==> src/rtl/dm_arbiter_if.sv <==
// Bus bundle between the two data-memory requesters, the arbiter and the dm array.
// The arbiter takes the slave view; the requester/memory environment takes the master view.
interface dm_arbiter_if;
  logic        m0_req;
  logic        m0_we;
  logic [9:0]  m0_addr;
  logic [31:0] m0_wdata;
  logic        m0_ack;
  logic        m1_req;
  logic        m1_we;
  logic [9:0]  m1_addr;
  logic [31:0] m1_wdata;
  logic        m1_ack;
  logic [31:0] rdata;
  logic [9:0]  mem_addr;
  logic [31:0] mem_din;
  logic        mem_we;
  logic [31:0] mem_dout;
  logic        busy;
  logic        owner;

  modport slave (
    input  m0_req, m0_we, m0_addr, m0_wdata,
    input  m1_req, m1_we, m1_addr, m1_wdata,
    input  mem_dout,
    output m0_ack, m1_ack, rdata,
    output mem_addr, mem_din, mem_we,
    output busy, owner
  );

  modport master (
    output m0_req, m0_we, m0_addr, m0_wdata,
    output m1_req, m1_we, m1_addr, m1_wdata,
    output mem_dout,
    input  m0_ack, m1_ack, rdata,
    input  mem_addr, mem_din, mem_we,
    input  busy, owner
  );
endinterface

==> src/rtl/dm_arbiter.sv <==
// Two-requester arbiter for the single-port data memory: CPU (m0) and DMA/loader (m1).
// Each granted word access runs IDLE -> ACCESS -> RESP and acks the owner in RESP.
module dm_arbiter #(
  parameter int unsigned PRIO_MODE    = 0,
  parameter int unsigned STARVE_LIMIT = 4
) (
  input logic         clk,
  input logic         rst,
  dm_arbiter_if.slave bus
);

  typedef enum logic [1:0] {
    IDLE   = 2'd0,
    ACCESS = 2'd1,
    RESP   = 2'd2
  } state_e;

  localparam logic [3:0] LIMIT      = 4'(STARVE_LIMIT);
  localparam bit         FIXED_PRIO = (PRIO_MODE != 32'd0);

  state_e      state_q,   state_d;
  logic        owner_q,   owner_d;
  logic        rr_last_q, rr_last_d;
  logic [3:0]  starve_q,  starve_d;
  logic [9:0]  addr_q,    addr_d;
  logic [31:0] wdata_q,   wdata_d;
  logic [31:0] rdata_q,   rdata_d;
  logic        mem_we_q,  mem_we_d;
  logic        ack0_q,    ack0_d;
  logic        ack1_q,    ack1_d;
  logic        busy_q,    busy_d;
  logic        grant_s;
  logic        any_req_s;

  function automatic logic [3:0] sat_inc(input logic [3:0] v);
    if (v == 4'hF) begin
      return v;
    end else begin
      return v + 4'd1;
    end
  endfunction

  // Winner selection; only consulted in IDLE.
  always_comb begin
    any_req_s = bus.m0_req | bus.m1_req;
    grant_s   = 1'b0;
    if (bus.m0_req && bus.m1_req) begin
      if (FIXED_PRIO) begin
        grant_s = (starve_q == LIMIT);
      end else begin
        grant_s = ~rr_last_q;
      end
    end else begin
      grant_s = bus.m1_req;
    end
  end

  // Next-state and registered-output computation.
  always_comb begin
    state_d   = state_q;
    owner_d   = owner_q;
    rr_last_d = rr_last_q;
    starve_d  = starve_q;
    addr_d    = addr_q;
    wdata_d   = wdata_q;
    rdata_d   = rdata_q;
    busy_d    = busy_q;
    mem_we_d  = 1'b0;
    ack0_d    = 1'b0;
    ack1_d    = 1'b0;
    case (state_q)
      IDLE: begin
        if (any_req_s) begin
          state_d   = ACCESS;
          owner_d   = grant_s;
          rr_last_d = grant_s;
          busy_d    = 1'b1;
          if (grant_s) begin
            addr_d   = bus.m1_addr;
            wdata_d  = bus.m1_wdata;
            mem_we_d = bus.m1_we;
          end else begin
            addr_d   = bus.m0_addr;
            wdata_d  = bus.m0_wdata;
            mem_we_d = bus.m0_we;
          end
          // m1 can only lose while m0 also requests, so this counts real losses.
          if (FIXED_PRIO && grant_s) begin
            starve_d = 4'd0;
          end else if (FIXED_PRIO && bus.m1_req) begin
            starve_d = sat_inc(starve_q);
          end else begin
            starve_d = starve_q;
          end
        end else begin
          busy_d = 1'b0;
        end
      end
      ACCESS: begin
        state_d = RESP;
        rdata_d = bus.mem_dout;
        ack0_d  = ~owner_q;
        ack1_d  = owner_q;
        busy_d  = 1'b1;
      end
      RESP: begin
        state_d = IDLE;
        busy_d  = 1'b0;
      end
      default: begin
        state_d = IDLE;
        busy_d  = 1'b0;
      end
    endcase
  end

  // State and output registers with synchronous reset.
  always_ff @(posedge clk) begin
    if (rst) begin
      state_q   <= IDLE;
      owner_q   <= 1'b0;
      rr_last_q <= 1'b1;
      starve_q  <= 4'd0;
      addr_q    <= 10'd0;
      wdata_q   <= 32'd0;
      rdata_q   <= 32'd0;
      mem_we_q  <= 1'b0;
      ack0_q    <= 1'b0;
      ack1_q    <= 1'b0;
      busy_q    <= 1'b0;
    end else begin
      state_q   <= state_d;
      owner_q   <= owner_d;
      rr_last_q <= rr_last_d;
      starve_q  <= starve_d;
      addr_q    <= addr_d;
      wdata_q   <= wdata_d;
      rdata_q   <= rdata_d;
      mem_we_q  <= mem_we_d;
      ack0_q    <= ack0_d;
      ack1_q    <= ack1_d;
      busy_q    <= busy_d;
    end
  end

  // Reset in flight must neither commit a write nor complete a handshake.
  assign bus.mem_we   = mem_we_q & ~rst;
  assign bus.m0_ack   = ack0_q & ~rst;
  assign bus.m1_ack   = ack1_q & ~rst;
  assign bus.mem_addr = addr_q;
  assign bus.mem_din  = wdata_q;
  assign bus.rdata    = rdata_q;
  assign bus.busy     = busy_q;
  assign bus.owner    = owner_q;

endmodule
==> src/flat_wrapper.sv <==
// flat-port wrapper written by rule: the top's interface ports become plain ports
module dm_arbiter_flat 
#(
  parameter int unsigned PRIO_MODE    = 0,
  parameter int unsigned STARVE_LIMIT = 4
)
  (clk, rst, bus_m0_req, bus_m0_we, bus_m0_addr, bus_m0_wdata, bus_m1_req, bus_m1_we, bus_m1_addr, bus_m1_wdata, bus_mem_dout, bus_m0_ack, bus_m1_ack, bus_rdata, bus_mem_addr, bus_mem_din, bus_mem_we, bus_busy, bus_owner);
  dm_arbiter_if bus_i ();
  input logic clk;
  input logic rst;
  input wire logic [$bits(bus_i.m0_req)-1:0] bus_m0_req;
  input wire logic [$bits(bus_i.m0_we)-1:0] bus_m0_we;
  input wire logic [$bits(bus_i.m0_addr)-1:0] bus_m0_addr;
  input wire logic [$bits(bus_i.m0_wdata)-1:0] bus_m0_wdata;
  input wire logic [$bits(bus_i.m1_req)-1:0] bus_m1_req;
  input wire logic [$bits(bus_i.m1_we)-1:0] bus_m1_we;
  input wire logic [$bits(bus_i.m1_addr)-1:0] bus_m1_addr;
  input wire logic [$bits(bus_i.m1_wdata)-1:0] bus_m1_wdata;
  input wire logic [$bits(bus_i.mem_dout)-1:0] bus_mem_dout;
  output wire logic [$bits(bus_i.m0_ack)-1:0] bus_m0_ack;
  output wire logic [$bits(bus_i.m1_ack)-1:0] bus_m1_ack;
  output wire logic [$bits(bus_i.rdata)-1:0] bus_rdata;
  output wire logic [$bits(bus_i.mem_addr)-1:0] bus_mem_addr;
  output wire logic [$bits(bus_i.mem_din)-1:0] bus_mem_din;
  output wire logic [$bits(bus_i.mem_we)-1:0] bus_mem_we;
  output wire logic [$bits(bus_i.busy)-1:0] bus_busy;
  output wire logic [$bits(bus_i.owner)-1:0] bus_owner;
  assign bus_i.m0_req = bus_m0_req;
  assign bus_i.m0_we = bus_m0_we;
  assign bus_i.m0_addr = bus_m0_addr;
  assign bus_i.m0_wdata = bus_m0_wdata;
  assign bus_i.m1_req = bus_m1_req;
  assign bus_i.m1_we = bus_m1_we;
  assign bus_i.m1_addr = bus_m1_addr;
  assign bus_i.m1_wdata = bus_m1_wdata;
  assign bus_i.mem_dout = bus_mem_dout;
  assign bus_m0_ack = bus_i.m0_ack;
  assign bus_m1_ack = bus_i.m1_ack;
  assign bus_rdata = bus_i.rdata;
  assign bus_mem_addr = bus_i.mem_addr;
  assign bus_mem_din = bus_i.mem_din;
  assign bus_mem_we = bus_i.mem_we;
  assign bus_busy = bus_i.busy;
  assign bus_owner = bus_i.owner;
  dm_arbiter #(.PRIO_MODE(PRIO_MODE), .STARVE_LIMIT(STARVE_LIMIT)) u_core (.clk(clk), .rst(rst), .bus(bus_i));
endmodule
==> config.mk <==
export PLATFORM = sky130hd
export DESIGN_NAME = dm_arbiter_flat
export DESIGN_NICKNAME = d
export VERILOG_FILES = /design/src/rtl/dm_arbiter_if.sv /design/src/rtl/dm_arbiter.sv /design/src/flat_wrapper.sv
export SDC_FILE = /design/constraint.sdc
export NUM_CORES = 1
export LEC_CHECK = 0
export ABC_AREA = 1
export CORE_AREA = 2 2 97 99
export CTS_BUF_LIST = sky130_fd_sc_hd__clkbuf_4
export DETAILED_ROUTE_END_ITERATION = 7
export DIE_AREA = 0 0 99 101
export PLACE_DENSITY = 0.91
export SETUP_SLACK_MARGIN = 0.3
export SYNTH_ARGS = -nofsm -noshare
export SYNTH_HDL_FRONTEND = slang
export SYNTH_SLANG_ARGS = --single-unit
==> constraint.sdc <==
create_clock -name clk -period 2.7 [get_ports clk]
set_input_delay 0.81 -clock clk [delete_from_list [all_inputs] [get_ports clk]]
set_output_delay 0.81 -clock clk [all_outputs]
set_load 0.02 [all_outputs]
Word level (Yosys, flattened, before mapping)
Index checks and enable logic that the tools add are counted.
{"block": "totals", "output_inout_bits": 79, "wordCells": 35, "reg_bits": 82, "input_bits": 122}
{"block": "op_classes", "muxes": 8, "n_eq_ne": 2, "n_reduce_logical": 5, "bitwise": 10}
{"cell": "$mux W32", "n": 1}
{"cell": "$mux W10", "n": 1}
{"cell": "$not A1 Y1", "n": 6}
{"cell": "$pmux W2 S2", "n": 1}
{"cell": "$and A1 B1 Y1", "n": 3}
{"cell": "$mux W1", "n": 3}
{"cell": "$reduce_or A3 Y1", "n": 1}
{"cell": "$eq A2 B1 Y1 const B", "n": 1}
{"cell": "$logic_not A2 Y1", "n": 1}
{"cell": "$mux W2", "n": 1}
{"cell": "$ne A2 B1 Y1 const B", "n": 1}
{"cell": "$pmux W1 S2", "n": 1}
{"cell": "$reduce_and A2 Y1", "n": 1}
{"cell": "$reduce_or A2 Y1", "n": 1}
{"cell": "$logic_and A1 B1 Y1", "n": 1}
{"cell": "$or A1 B1 Y1", "n": 1}

Logic depth before layout (Yosys ltp)
Gate-level depths: netlist of run 1.
{"block": "depth", "word_depth": 3, "depth_mapped": 7, "mapped_depth_nobuf": 6}

Worst setup path before layout of run 1
OpenSTA, ideal clock, no wires.
{"block": "synth_timing", "path_kind": "in2out", "from": "input rst", "to": "output bus_m0_ack", "required_time_ns": 1.890, "n_path_buf": 1, "path_stages": 2, "arrival_time_ns": 1.220, "path_slack_ns": 0.670, "cell_sequence": "buf_6 nor2_1"}
{"block": "synth_via", "elab_chain_cells": 2}
{"item": "from (decl)", "line": "flat_wrapper.sv:10", "source": "input logic rst;"}
{"item": "$not A1 Y1", "line": "dm_arbiter.sv:148", "source": "assign bus.m0_ack = ack0_q & ~rst;"}
{"item": "$and A1 B1 Y1", "line": "dm_arbiter.sv:148"}
{"item": "to (decl)", "line": "flat_wrapper.sv:20", "source": "output wire logic [$bits(bus_i.m0_ack)-1:0] bus_m0_ack;"}
No other way between the ends.

Final worst setup path of run 1
{"block": "layout_timing", "from": "input rst", "to": "output bus_m1_ack"}
{"block": "layout_via", "elab_chain_cells": 2}
{"item": "$not A1 Y1", "line": "dm_arbiter.sv:149", "source": "assign bus.m1_ack = ack1_q & ~rst;"}
{"item": "$and A1 B1 Y1", "line": "dm_arbiter.sv:149"}
{"item": "to (decl)", "line": "flat_wrapper.sv:21", "source": "output wire logic [$bits(bus_i.m1_ack)-1:0] bus_m1_ack;"}
No other way between the ends.

==> results of run 1 <==
-- power groups by stage --
stage | clock [mW] | sequential (mW) | combinational [mW]
3_3_place_gp | 0 | 1.42 | 1.03
6_report | 0.668 | 1.40 | 1.05
3_5_place_dp | 0 | 1.43 | 1.06
2_1_floorplan | 0 | 1.57 | 0.435
5_1_grt | 0.739 | 1.42 | 1.16
4_1_cts | 0.695 | 1.40 | 1.06
-- final cells by class --
cell class | instances | area (sq um) | area share
sequential | 82 | 1640 | 0.271
clock inverter | 7 | 58.8 | 0.00972
multi-input combinational | 415 | 1860 | 0.307
inverter | 53 | 199 | 0.0329
tap | 111 | 139 | 0.0230
clock buffer | 9 | 67.6 | 0.0112
timing repair buffer | 208 | 2080 | 0.345
-- final timing paths --
kind / startpoint / to / slack, ns / cells after the start
max reg2reg: u_core.state_q[0] / u_core.bus.rdata[30] / 0.88 / 5
max: rst / bus_m1_ack / 0.35 / 3
min reg2reg: u_core.rr_last_q / u_core.rr_last_q / 0.51 / 2
min: u_core.rr_last_q / u_core.rr_last_q / 0.51 / 2
-- placed cells by master (no fill, tap or decap) --
| cell type | count |
|---|---|
| o21ai_1 | 1 |
| inv_2 | 2 |
| o21ai_0 | 31 |
| nor2_2 | 1 |
| nand2_1 | 134 |
| inv_1 | 51 |
| and3_1 | 1 |
| dlygate4sd2_1 | 1 |
| buf_2 | 1 |
| a21boi_0 | 32 |
| nand2_4 | 1 |
| a21oi_2 | 1 |
| nor2_4 | 1 |
| nand2_2 | 2 |
| clkinvlp_4 | 1 |
| nor2_1 | 153 |
| dfxtp_1 | 82 |
| buf_4 | 6 |
| clkinv_2 | 1 |
| nor3_1 | 1 |
| inv_6 | 4 |
| clkdlybuf4s50_1 | 195 |
| clkdlybuf4s15_2 | 3 |
| a21boi_1 | 10 |
| buf_12 | 2 |
| clkbuf_4 | 9 |
| inv_8 | 1 |
| nor2_8 | 1 |
| a21oi_1 | 2 |
| nand3_1 | 43 |
-- worst register-to-register path, delay by kind of cell (launching register included) --
family	cells	cell delay [ns]
buf+inv	2	0.52
flops	1	0.35
simple gates	3	0.85
-- logic make-up (layout without fill, tap and decap cells) --
| group | count (synthesis) | in the layout |
|---|---|---|
| AOI/OAI and AO/OA | 77 | 77 |
| buffers and inverters | 94 | 277 |
| DFF | 82 | 82 |
| and+or+nand+nor | 338 | 338 |
-- registers in the layout (all words and copies together), names as in the netlist, 2 cells and up --
name                 flops
u_core.state_q           2
u_core.bus.mem_addr     10
u_core.bus.mem_din      32
u_core.bus.rdata        32
-- routing by layer --
metal,share of wire,routed length (microns),up-vias
met2,0.50,5590,138
met4,0.022,242,0
met1,0.40,4450,1840
li1,-,-,2174
met3,0.080,895,24
met5,0,0,-
-- per-stage QoR --
step,total power [mW],TNS (ns)
floorplan,2.01,0
global placement,2.45,-0.577
detailed placement,2.48,-0.696
CTS,3.16,0
global route,3.32,0
finish,3.12,0
-- repair_timing --
action                                  4_1_cts  5_1_grt
resized for setup                            10        0
endpoints found under the setup margin        3        0
hold endpoints to repair                      0        0
==> out/results.tsv, run 1 <==
stage	metric	value	unit
global_route	vias in the first global route	4086	
placed_design	placed cell count	869	
yosys	syn avg cell area	6.72	sq um
yosys	post-synth top area cell	dfxtp_1	
status	run status	finished, final reports clean	
floorplan	IO Pins	201	
final_layout	Final Util	0.674	
floorplan	Die W	99	microns
drt	Routed WL per cell	12.6	microns
final_layout	NumNets Final	891	
final_layout	Finished Layout Cells	885	
yosys	Synth Register Bits	82	
yosys	top-area cell type share of the netlist area	0.413	
worst_setup_path	crit path kind	in -> out	
floorplan	num rows	35	
final_layout	number of filler cells placed in the layout	728	
timing	final hold slack	0.507	ns
timing	RSZ-0062 raised after global routing	no	
yosys	synthesized netlist cell count	591	
clocking	clk slew on worst S/H paths	0.14	ns
yosys	synth warn	0	
worst_setup_path	crit path cell chain	dlygate4sd2_1 > nor2_1 > clkdlybuf4s15_2	
pwr	Pwr Density	516	nW/um^2
clocking	maximum clock path buffer count	2	
final_layout	post-route cell area	6050	sq um
yosys	count leader, synth	nor2_1	
drt	final wirelength	11.2	mm
pwr	Switching Fraction	0.343	
clocking	setup repair bufs after CTS	0	
yosys	Synth Area in Adders	0	
global_route	routing usage on met3	0.0645	
floorplan	initial core utilization	0.442	
yosys	XOR/XNOR share of the synthesized area	0	
floorplan	core area	8980	sq um
drt	ANT nets after route	0	
global_route	busiest grt layer	met2	
worst_setup_path	Crit path required time	1.89	ns
global_route	GRT Overall Usage	0.222	
drt	Via density	4.72	
yosys	top post-synthesis cells by area	dfxtp_1, nor2_1, nand2_1	
floorplan	Die ar.	10000	sq um
clocking	H-Tree Depth	3	
clocking	CTS Hold Buffers Added	0	
global_route	wire length of the first global-routing pass	18.3	mm
yosys	Synth async-reset ratio	0	
yosys	register area share after synthesis	0.413	
placed_design	gpl congestion	0.791	
final_layout	layout cells sized above 1	0.0478	
worst_setup_path	startpoint types	input pin	
pwr	P_sw	1.07	mW
pwr	Pleak	2.69	nW
yosys	largest family of logic cells by synthesized area	simple AND/OR/NAND/NOR gates	
timing	max_slew headroom	0.552	
timing	Max Clock Freq	0.426	GHz
global_route	met1 usage	0.252	
yosys	syn nets	713	
worst_setup_path	CP Max Fanout	5	
timing	fin. max-slew vios	0	
final_layout	Area growth syn-to-layout	52.3	%
global_route	largest net degree at the start of global routing	63	
timing	crit share post-route	0.869	
drt	DRC	0	
clocking	TritonCTS Buffers	9	
pwr	Logic pwr share	0.337	
yosys	Post-synth EDFFs	0	
worst_setup_path	Max stage delay on crit path	0.31	ns
clocking	CTS sink cnt	82	
yosys	simple-gate area share of the yosys netlist	0.343	
clocking	Clock Latency Late Sink	0.42	ns
yosys	ys flop type	dfxtp_1	
timing	Final Hold Vio Count	0	
drt	Initial DRC Count	121	
worst_setup_path	endpoint class of the critical path	output port	
drt	routed via count	4176	
pwr	Sequential Power Share	0.449	
timing	setup ws final	0.355	ns
worst_setup_path	slowest library cell on the worst path	dlygate4sd2_1	
placed_design	placed instance area	5920	sq um
pwr	Clk pwr share	0.214	
placed_design	I/O Buffers	200	
yosys	Netlist cell types	23	
run	max_cap viols	0	
global_route	initial antenna violation count	0	
yosys	mapped cell area	3970	sq um
worst_hold_path	Hold Crit Class	reg -> reg	
timing	Final Setup Violations	0	
timing	final clock skew	0.0200	ns
clocking	root buffer cell	clkbuf_4	
yosys	multiplexer area fraction after synthesis	0	
yosys	commonest cells in the netlist	nor2_1, nand2_1, dfxtp_1, inv_1, nand3_1	
pwr	Internal Power	2.05	mW
global_route	grt ovf	0	
global_route	met2 GRT Util	0.394	
clocking	CTS tree	yes	
worst_setup_path	crit-path leading delay family	buffers and inverters	
yosys	Synth Area in Compound Gates	0.124	
final_layout	ant diodes	0	
floorplan	Die H	101	microns
timing	worst-margin pin slew	0.671	ns
drt	1st-pass router iterations	4	
placed_design	worst slack, placed	-0.236	ns
placed_design	DP Wirelength	8.07	mm
worst_setup_path	arrival time worst endpoint	1.54	ns
worst_setup_path	Buf/Inv on CP	2	
pwr	Max VDD drop	0.342	mV
timing	min cycle time layout	2.35	ns
(Power assumes the default switching activity.)
==> run 2, diff against run 1 <==
SETUP_SLACK_MARGIN = default   (was 0.3)
SLEW_MARGIN = 5   (was default)
==> run 2 against run 1 <==
- sequential share of layout area barely moved
- worst hold slack barely moved
- routed wire length barely moved
- register-to-register slack barely moved
==> out/results.tsv, run 2 (synthesis gave the netlist of run 1 again) <==
stage	metric	value	unit
status	run status	finished, final reports clean	
global_route	grt ovf	0	
global_route	initial antenna violation count	0	
floorplan	Die H	101	microns
worst_setup_path	CP Max Fanout	5	
worst_setup_path	Max stage delay on crit path	0.53	ns
timing	RSZ-0062 raised after global routing	no	
worst_setup_path	slowest library cell on the worst path	clkdlybuf4s50_1	
floorplan	core area	8980	sq um
final_layout	layout cells sized above 1	0.0439	
pwr	Internal Power	2.05	mW
final_layout	most frequent cells in the layout	clkdlybuf4s50_1, nor2_1, nand2_1	
final_layout	Final Util	0.673	
timing	worst-margin pin slew	0.669	ns
drt	final wirelength	11.2	mm
pwr	P_sw	1.07	mW
clocking	root buffer cell	clkbuf_4	
pwr	Logic pwr share	0.337	
worst_hold_path	Hold Crit Class	reg -> reg	
clocking	H-Tree Depth	3	
worst_setup_path	WP depth	3	
drt	routed via count	4177	
worst_setup_path	Critical R2R Capture	u_core.bus.rdata[29]	
pwr	Switching Fraction	0.343	
timing	Final Hold Vio Count	0	
pwr	Pleak	2.70	nW
worst_setup_path	crit path kind	in -> out	
worst_setup_path	crit-path leading delay family	buffers and inverters	
clocking	CTS Hold Buffers Added	0	
timing	final clock skew	0.0204	ns
clocking	TritonCTS Buffers	9	
floorplan	num rows	35	
global_route	wire length of the first global-routing pass	18.3	mm
floorplan	IO Pins	201	
clocking	Clock Latency Late Sink	0.42	ns
worst_setup_path	register-to-register setup slack	0.88	ns
drt	ANT nets after route	0	
clocking	setup repair bufs after CTS	0	
timing	Max Clock Freq	0.378	GHz
timing	min cycle time layout	2.64	ns
timing	Final Setup Violations	0	
final_layout	ant diodes	0	
placed_design	DP Wirelength	8.07	mm
drt	Routed WL per cell	12.6	microns
drt	Via density	4.72	
drt	DRC	0	
run	max_cap viols	0	
timing	setup TNS	0	ns
clocking	maximum clock path buffer count	2	
final_layout	commonest non-fill, non-tap cell in the layout	clkdlybuf4s50_1	
placed_design	gpl congestion	0.791	
final_layout	Finished Layout Cells	885	
pwr	Pwr Density	517	nW/um^2
floorplan	Die W	99	microns
worst_setup_path	endpoint class of the critical path	output port	
drt	Initial DRC Count	121	
worst_setup_path	Buf/Inv on CP	2	
floorplan	initial core utilization	0.442	
placed_design	I/O Buffers	200	
global_route	GRT Overall Usage	0.222	
worst_setup_path	Crit Reg-Reg Startpoint	u_core.state_q[0]	
clocking	CTS tree	yes	
pwr	Max VDD drop	0.342	mV
worst_setup_path	CP Launch Point	rst	
pwr	Clk pwr share	0.214	
pwr	Sequential Power Share	0.449	
worst_setup_path	Crit path required time	1.89	ns
global_route	vias in the first global route	4087	
worst_setup_path	crit path cell chain	clkdlybuf4s50_1 > nor2_1 > dlygate4sd2_1	
timing	crit share post-route	0.979	
timing	max_slew headroom	0.553	
global_route	largest net degree at the start of global routing	63	
worst_setup_path	arrival time worst endpoint	1.83	ns
worst_setup_path	critical path capture point	bus_m0_ack	
floorplan	Die ar.	10000	sq um
placed_design	placed cell count	869	
clocking	CTS sink cnt	82	
drt	1st-pass router iterations	4	
worst_setup_path	R2R cell count	5	
pwr	total power	3.12	mW
final_layout	NumNets Final	891	
final_layout	Area growth syn-to-layout	52.2	%
worst_setup_path	startpoint types	input pin	
clocking	clk slew on worst S/H paths	0.14	ns
timing	fin. max-slew vios	0	
[run 2: per-layer routing]
metal,up-vias,share of wire,wire [microns],track usage
met5,-,0,0,0
met4,0,0.022,242,0.0843
met3,24,0.079,884,0.0652
met2,129,0.50,5590,0.392
met1,1850,0.40,4450,0.252
li1,2174,-,-,-
[run 2: how the worst min path moves through the flow]
stage                     slack (ns)  cells after the start                to              from
after floorplan                 0.44                      2  u_core.rr_last_q  u_core.rr_last_q
after global routing            0.53                      1     u_core.ack0_q  u_core.bus.owner
after global placement          0.47                      1     u_core.ack0_q  u_core.bus.owner
after CTS                       0.51                      1     u_core.ack0_q  u_core.bus.owner
after detailed placement        0.48                      1     u_core.ack0_q  u_core.bus.owner
final                           0.51                      2  u_core.rr_last_q  u_core.rr_last_q
[run 2: timing repair]
item	CTS	global route
setup endpoints to repair	3	1
gates resized for setup	3	1
endpoints found under the hold margin	0	0
[run 2: cell type report]
cell class | instances | area [sq um]
Clock buffer | 9 | 67.6
Clock inverter | 7 | 58.8
Fill cell | 728 | 2930
Inverter | 53 | 199
Multi-Input combinational cell | 415 | 1860
Sequential cell | 82 | 1640
Tap cell | 111 | 139
Timing Repair Buffer | 208 | 2080
[run 2: worst min-delay path, stage by stage, from the launching register on]
cell	delay, ns
dfxtp_1	0.35
nand2_1	0.06
nand3_1	0.06
[run 2: power groups by stage]
stage          Clock [mW]  Combinational [mW]  Sequential (mW)
6_report            0.668                1.05             1.40
5_1_grt             0.739                1.16             1.42
4_1_cts             0.695                1.06             1.40
3_5_place_dp            0                1.06             1.43
3_3_place_gp            0                1.03             1.42
2_1_floorplan           0               0.435             1.57
[run 2: through the flow]
stage	hold slack (ns)	instance area, sq um	setup slack [ns]
after global placement	0.468	5920	-0.209
after detailed placement	0.481	5920	-0.236
final	0.507	6040	0.0578
after global routing	0.528	6040	0.0136
after floorplan	0.442	3970	0.670
after CTS	0.507	6040	0.0478
==> run 3, diff against run 2 <==
HOLD_SLACK_MARGIN = 0.06   (was default)
==> results of run 3 <==
Final layout, timing and power as in run 2 (identical DEF).
